File: src/rtl/clk_gate_pkg.sv
// Shared types and defaults for the gated-clock domain controller.
//   state_t          : controller state encoding, exposed on the debug port
//   DEF_IDLE_CYCLES  : default request-free cycles in ON before gating off
//   DEF_GATE_LAT     : default gating-cell enable-to-clock latency
//   WAKE_CNT_W       : width of the wake event counter
//   sat_inc()        : saturating increment for the wake counter
package clk_gate_pkg;

  typedef enum logic [1:0] {
    OFF   = 2'b00,
    WAKE  = 2'b01,
    ON    = 2'b10,
    DRAIN = 2'b11
  } state_t;

  localparam int DEF_IDLE_CYCLES = 16;
  localparam int DEF_GATE_LAT    = 2;
  localparam int WAKE_CNT_W      = 16;

  function automatic logic [WAKE_CNT_W-1:0] sat_inc(input logic [WAKE_CNT_W-1:0] v);
    return (&v) ? v : v + 1'b1;
  endfunction

endpackage

File: src/rtl/clk_gate_idle_timer.sv
// Loadable up/down counter with clear and terminal-count compare.
// Used both as the ON-state idle counter (counts up) and as the gating
// latency counter (loaded, then counts down).
//   clk, rst  : clock, async active-high reset (count -> 0)
//   clr       : synchronous clear (highest priority)
//   load      : load load_val
//   inc / dec : count up / down; up saturates at all-ones, down stops at 1
//   tc_val    : terminal-count value
//   tc        : high while the count equals tc_val
module clk_gate_idle_timer
  import clk_gate_pkg::*;
#(
  parameter int CNT_W = 8
) (
  input  logic             clk,
  input  logic             rst,
  input  logic             clr,
  input  logic             load,
  input  logic [CNT_W-1:0] load_val,
  input  logic             inc,
  input  logic             dec,
  input  logic [CNT_W-1:0] tc_val,
  output logic             tc
);

  logic [CNT_W-1:0] cnt_q;

  always_ff @(posedge clk or posedge rst) begin
    if (rst) begin
      cnt_q <= '0;
    end else if (clr) begin
      cnt_q <= '0;
    end else if (load) begin
      cnt_q <= load_val;
    end else if (inc && !(&cnt_q)) begin
      cnt_q <= cnt_q + 1'b1;
    end else if (dec && (cnt_q > CNT_W'(1))) begin
      // The latency count is consumed at 1, so it never needs to go lower.
      cnt_q <= cnt_q - 1'b1;
    end
  end

  assign tc = (cnt_q == tc_val);

endmodule

File: src/rtl/clk_gate_ctrl.sv
// Idle-driven enable controller for one gated clock domain.
// Drives the enable of a two-stage clock-gating cell, waits out the cell's
// enable pipeline before declaring the clock running, and gates the domain
// off after IDLE_CYCLES request-free cycles.
//   clk, rst   : free-running clock, async active-high reset
//   req        : per-requester clock request (level)
//   force_on   : debug override, holds the domain on
//   gate_en    : registered enable to the gating cell
//   clk_active : registered, gated clock guaranteed running
//   ack        : req[i] & clk_active
//   wake_count : saturating count of OFF->WAKE transitions
//   state      : controller state, for debug observation
//
// Request/ack handshake: req[i] is a level held by requester i for as long
// as it needs the clock; ack[i] is high in every cycle where req[i] is high
// and the gated clock is guaranteed running. There is no per-transfer
// acceptance: dropping req[i] simply withdraws the request.
module clk_gate_ctrl
  import clk_gate_pkg::*;
#(
  parameter int NUM_REQ     = 4,
  parameter int IDLE_CYCLES = DEF_IDLE_CYCLES,
  parameter int GATE_LAT    = DEF_GATE_LAT,
  parameter int CNT_W       = 8
) (
  input  logic                  clk,
  input  logic                  rst,
  input  logic [NUM_REQ-1:0]    req,
  input  logic                  force_on,
  output logic                  gate_en,
  output logic                  clk_active,
  output logic [NUM_REQ-1:0]    ack,
  output logic [WAKE_CNT_W-1:0] wake_count,
  output state_t                state
);

  state_t                state_q, state_d;
  logic                  gate_en_q, gate_en_d;
  logic                  clk_active_q, clk_active_d;
  logic [WAKE_CNT_W-1:0] wake_cnt_q;
  logic                  wake_inc;
  logic                  any_req;
  logic                  idle_clr, idle_inc, idle_tc;
  logic                  lat_load, lat_dec, lat_tc;

  assign any_req = (|req) | force_on;

  // Counts request-free edges spent in ON; tc marks the last one allowed.
  clk_gate_idle_timer #(.CNT_W(CNT_W)) u_idle (
    .clk      (clk),
    .rst      (rst),
    .clr      (idle_clr),
    .load     (1'b0),
    .load_val ('0),
    .inc      (idle_inc),
    .dec      (1'b0),
    .tc_val   (CNT_W'(IDLE_CYCLES - 1)),
    .tc       (idle_tc)
  );

  // Tracks the gating cell's enable pipeline on both wake and drain.
  clk_gate_idle_timer #(.CNT_W(CNT_W)) u_lat (
    .clk      (clk),
    .rst      (rst),
    .clr      (1'b0),
    .load     (lat_load),
    .load_val (CNT_W'(GATE_LAT)),
    .inc      (1'b0),
    .dec      (lat_dec),
    .tc_val   (CNT_W'(1)),
    .tc       (lat_tc)
  );

  always_ff @(posedge clk or posedge rst) begin
    if (rst) begin
      state_q      <= OFF;
      gate_en_q    <= 1'b0;
      clk_active_q <= 1'b0;
    end else begin
      state_q      <= state_d;
      gate_en_q    <= gate_en_d;
      clk_active_q <= clk_active_d;
    end
  end

  always_comb begin
    state_d      = state_q;
    gate_en_d    = gate_en_q;
    clk_active_d = clk_active_q;
    idle_clr     = 1'b0;
    idle_inc     = 1'b0;
    lat_load     = 1'b0;
    lat_dec      = 1'b0;
    wake_inc     = 1'b0;
    case (state_q)
      OFF: begin
        gate_en_d    = 1'b0;
        clk_active_d = 1'b0;
        if (any_req) begin
          state_d   = WAKE;
          gate_en_d = 1'b1;
          lat_load  = 1'b1;
          wake_inc  = 1'b1;
        end
      end
      WAKE: begin
        // Never aborted: a request dropped here still lands in ON and idles out.
        gate_en_d    = 1'b1;
        clk_active_d = 1'b0;
        if (lat_tc) begin
          state_d      = ON;
          clk_active_d = 1'b1;
          idle_clr     = 1'b1;
        end else begin
          lat_dec = 1'b1;
        end
      end
      ON: begin
        gate_en_d    = 1'b1;
        clk_active_d = 1'b1;
        if (any_req) begin
          // A request on the timeout edge wins over the timeout.
          idle_clr = 1'b1;
        end else if (idle_tc) begin
          state_d      = DRAIN;
          gate_en_d    = 1'b0;
          clk_active_d = 1'b0;
          idle_clr     = 1'b1;
          lat_load     = 1'b1;
        end else begin
          idle_inc = 1'b1;
        end
      end
      DRAIN: begin
        // Requests are ignored here; being levels, OFF picks them up next.
        gate_en_d    = 1'b0;
        clk_active_d = 1'b0;
        if (lat_tc) begin
          state_d = OFF;
        end else begin
          lat_dec = 1'b1;
        end
      end
      default: begin
        state_d      = OFF;
        gate_en_d    = 1'b0;
        clk_active_d = 1'b0;
      end
    endcase
  end

  always_ff @(posedge clk or posedge rst) begin
    if (rst) begin
      wake_cnt_q <= '0;
    end else if (wake_inc) begin
      wake_cnt_q <= sat_inc(wake_cnt_q);
    end
  end

  assign gate_en    = gate_en_q;
  assign clk_active = clk_active_q;
  assign ack        = req & {NUM_REQ{clk_active_q}};
  assign wake_count = wake_cnt_q;
  assign state      = state_q;

endmodule

File: config.mk
export PLATFORM = sky130hd
export DESIGN_NAME = clk_gate_ctrl
export DESIGN_NICKNAME = d
export VERILOG_FILES = /design/src/rtl/clk_gate_pkg.sv /design/src/rtl/clk_gate_idle_timer.sv /design/src/rtl/clk_gate_ctrl.sv
export SDC_FILE = /design/constraint.sdc
export NUM_CORES = 1
export LEC_CHECK = 0
export BUFFER_PORTS_ARGS = -buffer_cell sky130_fd_sc_hd__buf_2
export CORE_AREA = 10 10 77 79
export CTS_CLUSTER_SIZE = 24
export DETAILED_ROUTE_END_ITERATION = 8
export DIE_AREA = 0 0 87 89
export PLACE_DENSITY = 0.72
export RECOVER_POWER = 100
export SKIP_CTS_REPAIR_TIMING = 1
export SYNTH_ARGS = -nofsm -noshare
export SYNTH_HDL_FRONTEND = slang
export SYNTH_SLANG_ARGS = --single-unit
File: constraint.sdc
create_clock -name clk -period 2.1 [get_ports clk]
set_input_delay 0.21 -clock clk [delete_from_list [all_inputs] [get_ports clk]]
set_output_delay 0.21 -clock clk [all_outputs]
set_load 0.1 [all_outputs]
# Yosys cells after proc, flatten, opt, wreduce, memory -nomap -nowiden
# Index checks and enable logic that the tools add are counted.
[word_totals]
regBits = 36
inputBits = 7
out_inout_bits = 24
elab_cells = 62
[op_classes]
add_sub_neg = 3
n_lt_le_gt_ge = 1
eq_ne = 10
muxes = 26
bitwise = 3
reduce_logical = 13
[op_table]
columns = ["operator", "count"]
rows = [
  ["8-bit two-way mux", 4],
  ["16-bit by 1-bit adder with 16-bit output (second input constant)", 1],
  ["16-bit AND reduction", 1],
  ["1-bit two-way mux", 12],
  ["2-bit two-way mux", 5],
  ["2-bit inequality test (second input constant)", 5],
  ["8-bit by 1-bit adder with 8-bit output (second input constant)", 1],
  ["8-bit by 1-bit == test with 1-bit output (second input constant)", 1],
  ["8-bit by 4-bit == test with 1-bit output (second input constant)", 1],
  ["8-bit by 1-bit > comparator with 1-bit output (second input constant)", 1],
  ["2-bit case mux with 4 select lines", 1],
  ["8-bit AND reduction", 1],
  ["8-bit by 1-bit subtractor with 8-bit output (second input constant)", 1],
  ["5-bit AND reduction", 1],
  ["4-bit AND", 1],
  ["2-bit == test (second input constant)", 2],
  ["1-bit case mux with 2 select lines", 2],
  ["1-bit case mux with 4 select lines", 1],
  ["2-bit nonzero test", 2],
  ["2-bit OR reduction", 2],
  ["4-bit OR reduction", 1],
  ["1-bit case mux with 3 select lines", 1],
  ["2-bit by 1-bit == test with 1-bit output (second input constant)", 1],
  ["1-bit logical AND", 2],
  ["other kinds (5)", 5],
]

# Logic depth before layout (Yosys ltp)
[depth]
ltp_word = 7
mapped_depth = 7
mapped_depth_nobuf = 6

# Hierarchy
# Synthesis repeated with hierarchy kept, for this count alone.
[unflattened]
cells_unflattened = 318
hier_area_um2 = 2955.3
[modules_own_cells]
columns = ["mod", "n_inst", "cells_each", "area_each_um2", "seq_area_each_um2"]
rows = [
  ["clk_gate_idle_timer", 2, 106, 915.9, 200.2],
  ["clk_gate_ctrl", 1, 106, 1123.6, 500.5],
]

# Worst setup path after synthesis
# Ideal clock, no wire load.
[synth_path]
kind = "reg2reg"
startpoint = "register state_q[1] (netlist: state[1])"
endpoint = "register u_idle.cnt_q[4]"
setup_ns = 0.087
t_arrival_ns = 2.616
t_required_ns = 2.013
setup_slack_ns = -0.604
path_stages_with_launch = 7
path_buffers = 1
period_less_slack_ns = 2.704
path_cell_list = "dfrtp_1 ha_1 nor4b_1 nand2_1 buf_2 or4_1 a22oi_1"
[synth_between]
elab_chain_len = 4
elab_cells_between_ends = 7
classes_between = "eq/ne: 2; mux: 3; reduce/logical: 2"
[synth_lines]
columns = ["item", "line", "rtl"]
rows = [
  ["start: declaration", "clk_gate_ctrl.sv:37", "state_t state_q, state_d;"],
  ["start signal: assignment", "clk_gate_ctrl.sv:80", "state_q <= state_d;"],
  ["2-bit == test", "clk_gate_ctrl.sv:95", "case (state_q)"],
  ["1-bit two-way mux", "clk_gate_ctrl.sv:95", ""],
  ["1-bit logical AND", "clk_gate_idle_timer.sv:35", "end else if (inc && !(&cnt_q)) begin"],
  ["2-bit nonzero test (no line)", "-", ""],
  ["end signal: assignment", "clk_gate_idle_timer.sv:34", "cnt_q <= load_val;"],
  ["end signal: assignment", "clk_gate_idle_timer.sv:36", "cnt_q <= cnt_q + 1'b1;"],
  ["end signal: assignment", "clk_gate_idle_timer.sv:39", "cnt_q <= cnt_q - 1'b1;"],
  ["end: declaration", "clk_gate_idle_timer.sv:26", "logic [CNT_W-1:0] cnt_q;"],
]
# Several ways; a longest one is shown, not always the timed one.
# A chain may end at the register's enable or synchronous reset.

# Final worst setup path
[layout_path]
startpoint = "register state_q[0] (netlist: state[0])"
endpoint = "register u_idle.cnt_q[6]"
# Same word-level chain as after synthesis.

==> impl_metrics.env <==
export IMPL_outcome="completed"
export IMPL_first_global_vias=1785
export IMPL_nNetsFinal=279
export IMPL_antenna_found_initial=0
export IMPL_grt_max_degree=37
export IMPL_max_slew_worst_pin_slew_ns=1.194
export IMPL_cts_tree="yes"
export IMPL_cts_buffers=5
export IMPL_die_w_um=87
export IMPL_yosys_area_share_simple_pct=20.74
export IMPL_path_depth=6
export IMPL_r2r_end="u_idle.cnt_q[6]"
export IMPL_start_util_pct=46.95
export IMPL_cts_root_buf="clkbuf_8"
export IMPL_synth_fa_ha_area_share_pct=5.875
export IMPL_synth_area_top_cells="dfrtp_1, ha_1, xor2_1"
export IMPL_layout_drive_gt1_share_pct=23.19
export IMPL_yosys_warnings=0
export IMPL_end_kind="flop"
export IMPL_reg2reg_from="state[0]"
export IMPL_viasPerCell=5.899
export IMPL_ant_nets=0
export IMPL_reg2reg_slack_ns=0.08
export IMPL_worstPathCellList="inv_2 > ha_2 > nor4b_4 > nand2_2 > or4_1 > a22oi_1"
export IMPL_grt_use_total_pct=13.40
export IMPL_cts_sinks=36
export IMPL_clk_latency_ns=0.30
export IMPL_yosys_register_bits=36
export IMPL_final_core_util_pct=55.34
export IMPL_path_class="reg -> reg"
export IMPL_clockBufferDepth=2
export IMPL_die_area_mm2=0.007743
export IMPL_n_antenna_cell=0
export IMPL_power_uw=1219
export IMPL_critPathRequiredTime_ns=2.31
export IMPL_crit_end="u_idle.cnt_q[6]"
export IMPL_finalHoldViolations=0
export IMPL_die_h_um=89
export IMPL_path_clk_slew_ns=0.07
export IMPL_num_vias=1870
export IMPL_seq_area_frac_synth_pct=42.30
export IMPL_synth_top_area_cell="dfrtp_1"
export IMPL_min_period_over_period_pct=96.06
export IMPL_overflow=0
export IMPL_maxSlewViolCount=0
export IMPL_min_path_type="in -> async"
export IMPL_place_congestion=0.7889
export IMPL_max_freq_mhz=495.7
export IMPL_dp_hpwl_um=3715
export IMPL_reg2regPathDepth=6
export IMPL_rows=25
export IMPL_core_region_area_mm2=0.004536
export IMPL_num_io_pins=31
export IMPL_setup_worst_path_start="state[0]"
export IMPL_relSlewSlack_pct=20.77
export IMPL_synth_top_family_by_area="simple AND/OR/NAND/NOR gates"
export IMPL_cp_max_fo=8
export IMPL_finalSetupViolations=0
export IMPL_wl_um=5102
export IMPL_first_iter_violations=149
export IMPL_synth_distinct_cells=48
export IMPL_slowest_stage="or4_1"
export IMPL_syn_num_nets=230
export IMPL_cts_htree_levels=2
export IMPL_arrival_ns=2.22
export IMPL_p_leak_uw=0.001054
export IMPL_period_minus_slack_ns=2.017
export IMPL_worst_setup_path_start_kind="flop"
export IMPL_synthesis_area_mm2=0.002130
export IMPL_synthToLayoutAreaGrowth_pct=17.86
export IMPL_synth_top_cell_area_share_pct=42.30
export IMPL_cp_num_buf_inv=1
export IMPL_drc=0
export IMPL_skew_ns=0.006420
export IMPL_synth_xor_area_share_pct=5.347
export IMPL_p_per_area_mw_per_mm2=485.5
export IMPL_worst_path_largest_cell_delay_ns=0.55
export IMPL_synth_compound_area_share_pct=18.74
export IMPL_synth_avg_cell_area_um2=9.998
export IMPL_syn_inst=213
export IMPL_synth_area_mux_share_pct=3.231
export IMPL_dr_pass1_iters=5
export IMPL_cap_violations=0
export IMPL_grt_pass1_wl_um=8445
export IMPL_portBuffers=30
export IMPL_peakVddDrop_v=0.0002818
export IMPL_wl_per_cell_um=16.09
export IMPL_whs_ns=0.1775
export IMPL_cpLargestDelayFamily="simple AND/OR/NAND/NOR gates"
-- cell families (layout without fill, tap and decap cells) --
family	Yosys count	in the layout
muxes	6	6
buffers and inverters	17	67
and+or+nand+nor	78	78
AOI/OAI and AO/OA	53	53
adders and majority gates	10	10
DFF	36	36
xor gates and xnor gates	13	13
-- layout make-up --
type | instances | area, um^2
tap | 54 | 67.56
multi-input combinational | 160 | 1152
clock buffer | 7 | 76.32
fill | 427 | 2026
timing repair buffer | 48 | 240.2
inverter | 11 | 41.29
sequential | 36 | 927.1
clock inverter | 1 | 5.005
-- report_power, final --
group	switching (uW)	internal (uW)	total [uW]
combinational	26.4	8.31	34.7
sequential	0	693	693
clock	258	233	491
total	285	934	1220
-- how the worst min path moves through the flow --
| stage | startpoint | to | slack, ns |
|---|---|---|---|
| global placement | rst | u_lat.cnt_q[7] | 0.34 |
| detailed placement | rst | u_lat.cnt_q[7] | 0.35 |
| global route | rst | u_lat.cnt_q[0] | 0.27 |
| floorplan | rst | clk_active | 0.38 |
| CTS | rst | u_lat.cnt_q[6] | 0.02 |
| finish | rst | u_lat.cnt_q[4] | 0.18 |
-- metal layers --
| metal | vias up | track usage, % | wire (um) |
|---|---|---|---|
| met2 | 50 | 20.72 | 2340 |
| met1 | 910 | 17.37 | 2347 |
| met4 | 0 | 4.418 | 65 |
| li1 | 903 | - | - |
| met3 | 7 | 4.102 | 348 |
| met5 | - | 0 | 0 |
-- synth_stat cells, drive strengths merged --
cell / n
dfrtp: 36
nor2: 13
o21ai: 12
inv: 11
ha: 10
a21oi: 9
nand2: 9
xor2: 9
nand3: 8
nor3: 7
o31ai: 7
or3: 7
or4: 7
a22oi: 6
nand4: 6
a211oi: 5
and2: 5
buf: 4
mux2: 4
nor3b: 4
nor4: 4
xnor2: 4
or2: 3
a221oi: 2
and3: 2
and4: 2
clkbuf: 2
mux2i: 2
o2111ai: 2
o311ai: 2
a211o: 1
a2bb2oi: 1
a41oi: 1
nor4b: 1
o21a: 1
o21bai: 1
o22a: 1
o31a: 1
o41ai: 1
-- cell usage in the layout, fill, tap and decap left out, types with 8 or more instances in the layout --
master | synthesis | routed
nand3_1 | 8 | 8
clkbuf_1 | 2 | 26
nand2_1 | 9 | 8
inv_1 | 11 | 10
o21ai_0 | 10 | 11
nor2_1 | 13 | 13
buf_4 | 0 | 11
a21oi_1 | 8 | 8
xor2_1 | 9 | 9
dfrtp_1 | 36 | 19
dfrtp_2 | 0 | 15
ha_1 | 10 | 9
-- metrics by stage --
stage / std cells / setup TNS, ns / worst slack (ns) / instance area, um^2
final: 317 / 0 / 0.08279 / 2510
after global routing: 317 / -0.02149 / -0.02149 / 2510
after CTS: 316 / -0.05833 / -0.05703 / 2552
after detailed placement: 308 / -0.02915 / -0.02611 / 2471
after global placement: 308 / 0 / 0.08568 / 2471
after floorplan: 213 / -0.1260 / -0.1260 / 2165
-- worst register-to-register path: cells and delay by family, from the launching register on --
kind                     cells  cell delay [ns]
AND/OR/NAND/NOR              3             0.93
flip-flops                   1             0.51
AO/OA/AOI/OAI                1             0.20
adder cells (fa/ha/maj)      1             0.18
buffers and inverters        1             0.10
-- state kept, by name, indices dropped and copies added (netlist names) --
name          flops
u_lat.cnt_q       8
state             2
wake_count       16
clk_active        1
u_idle.cnt_q      8
gate_en           1
Power figures use the tool's default switching activity.
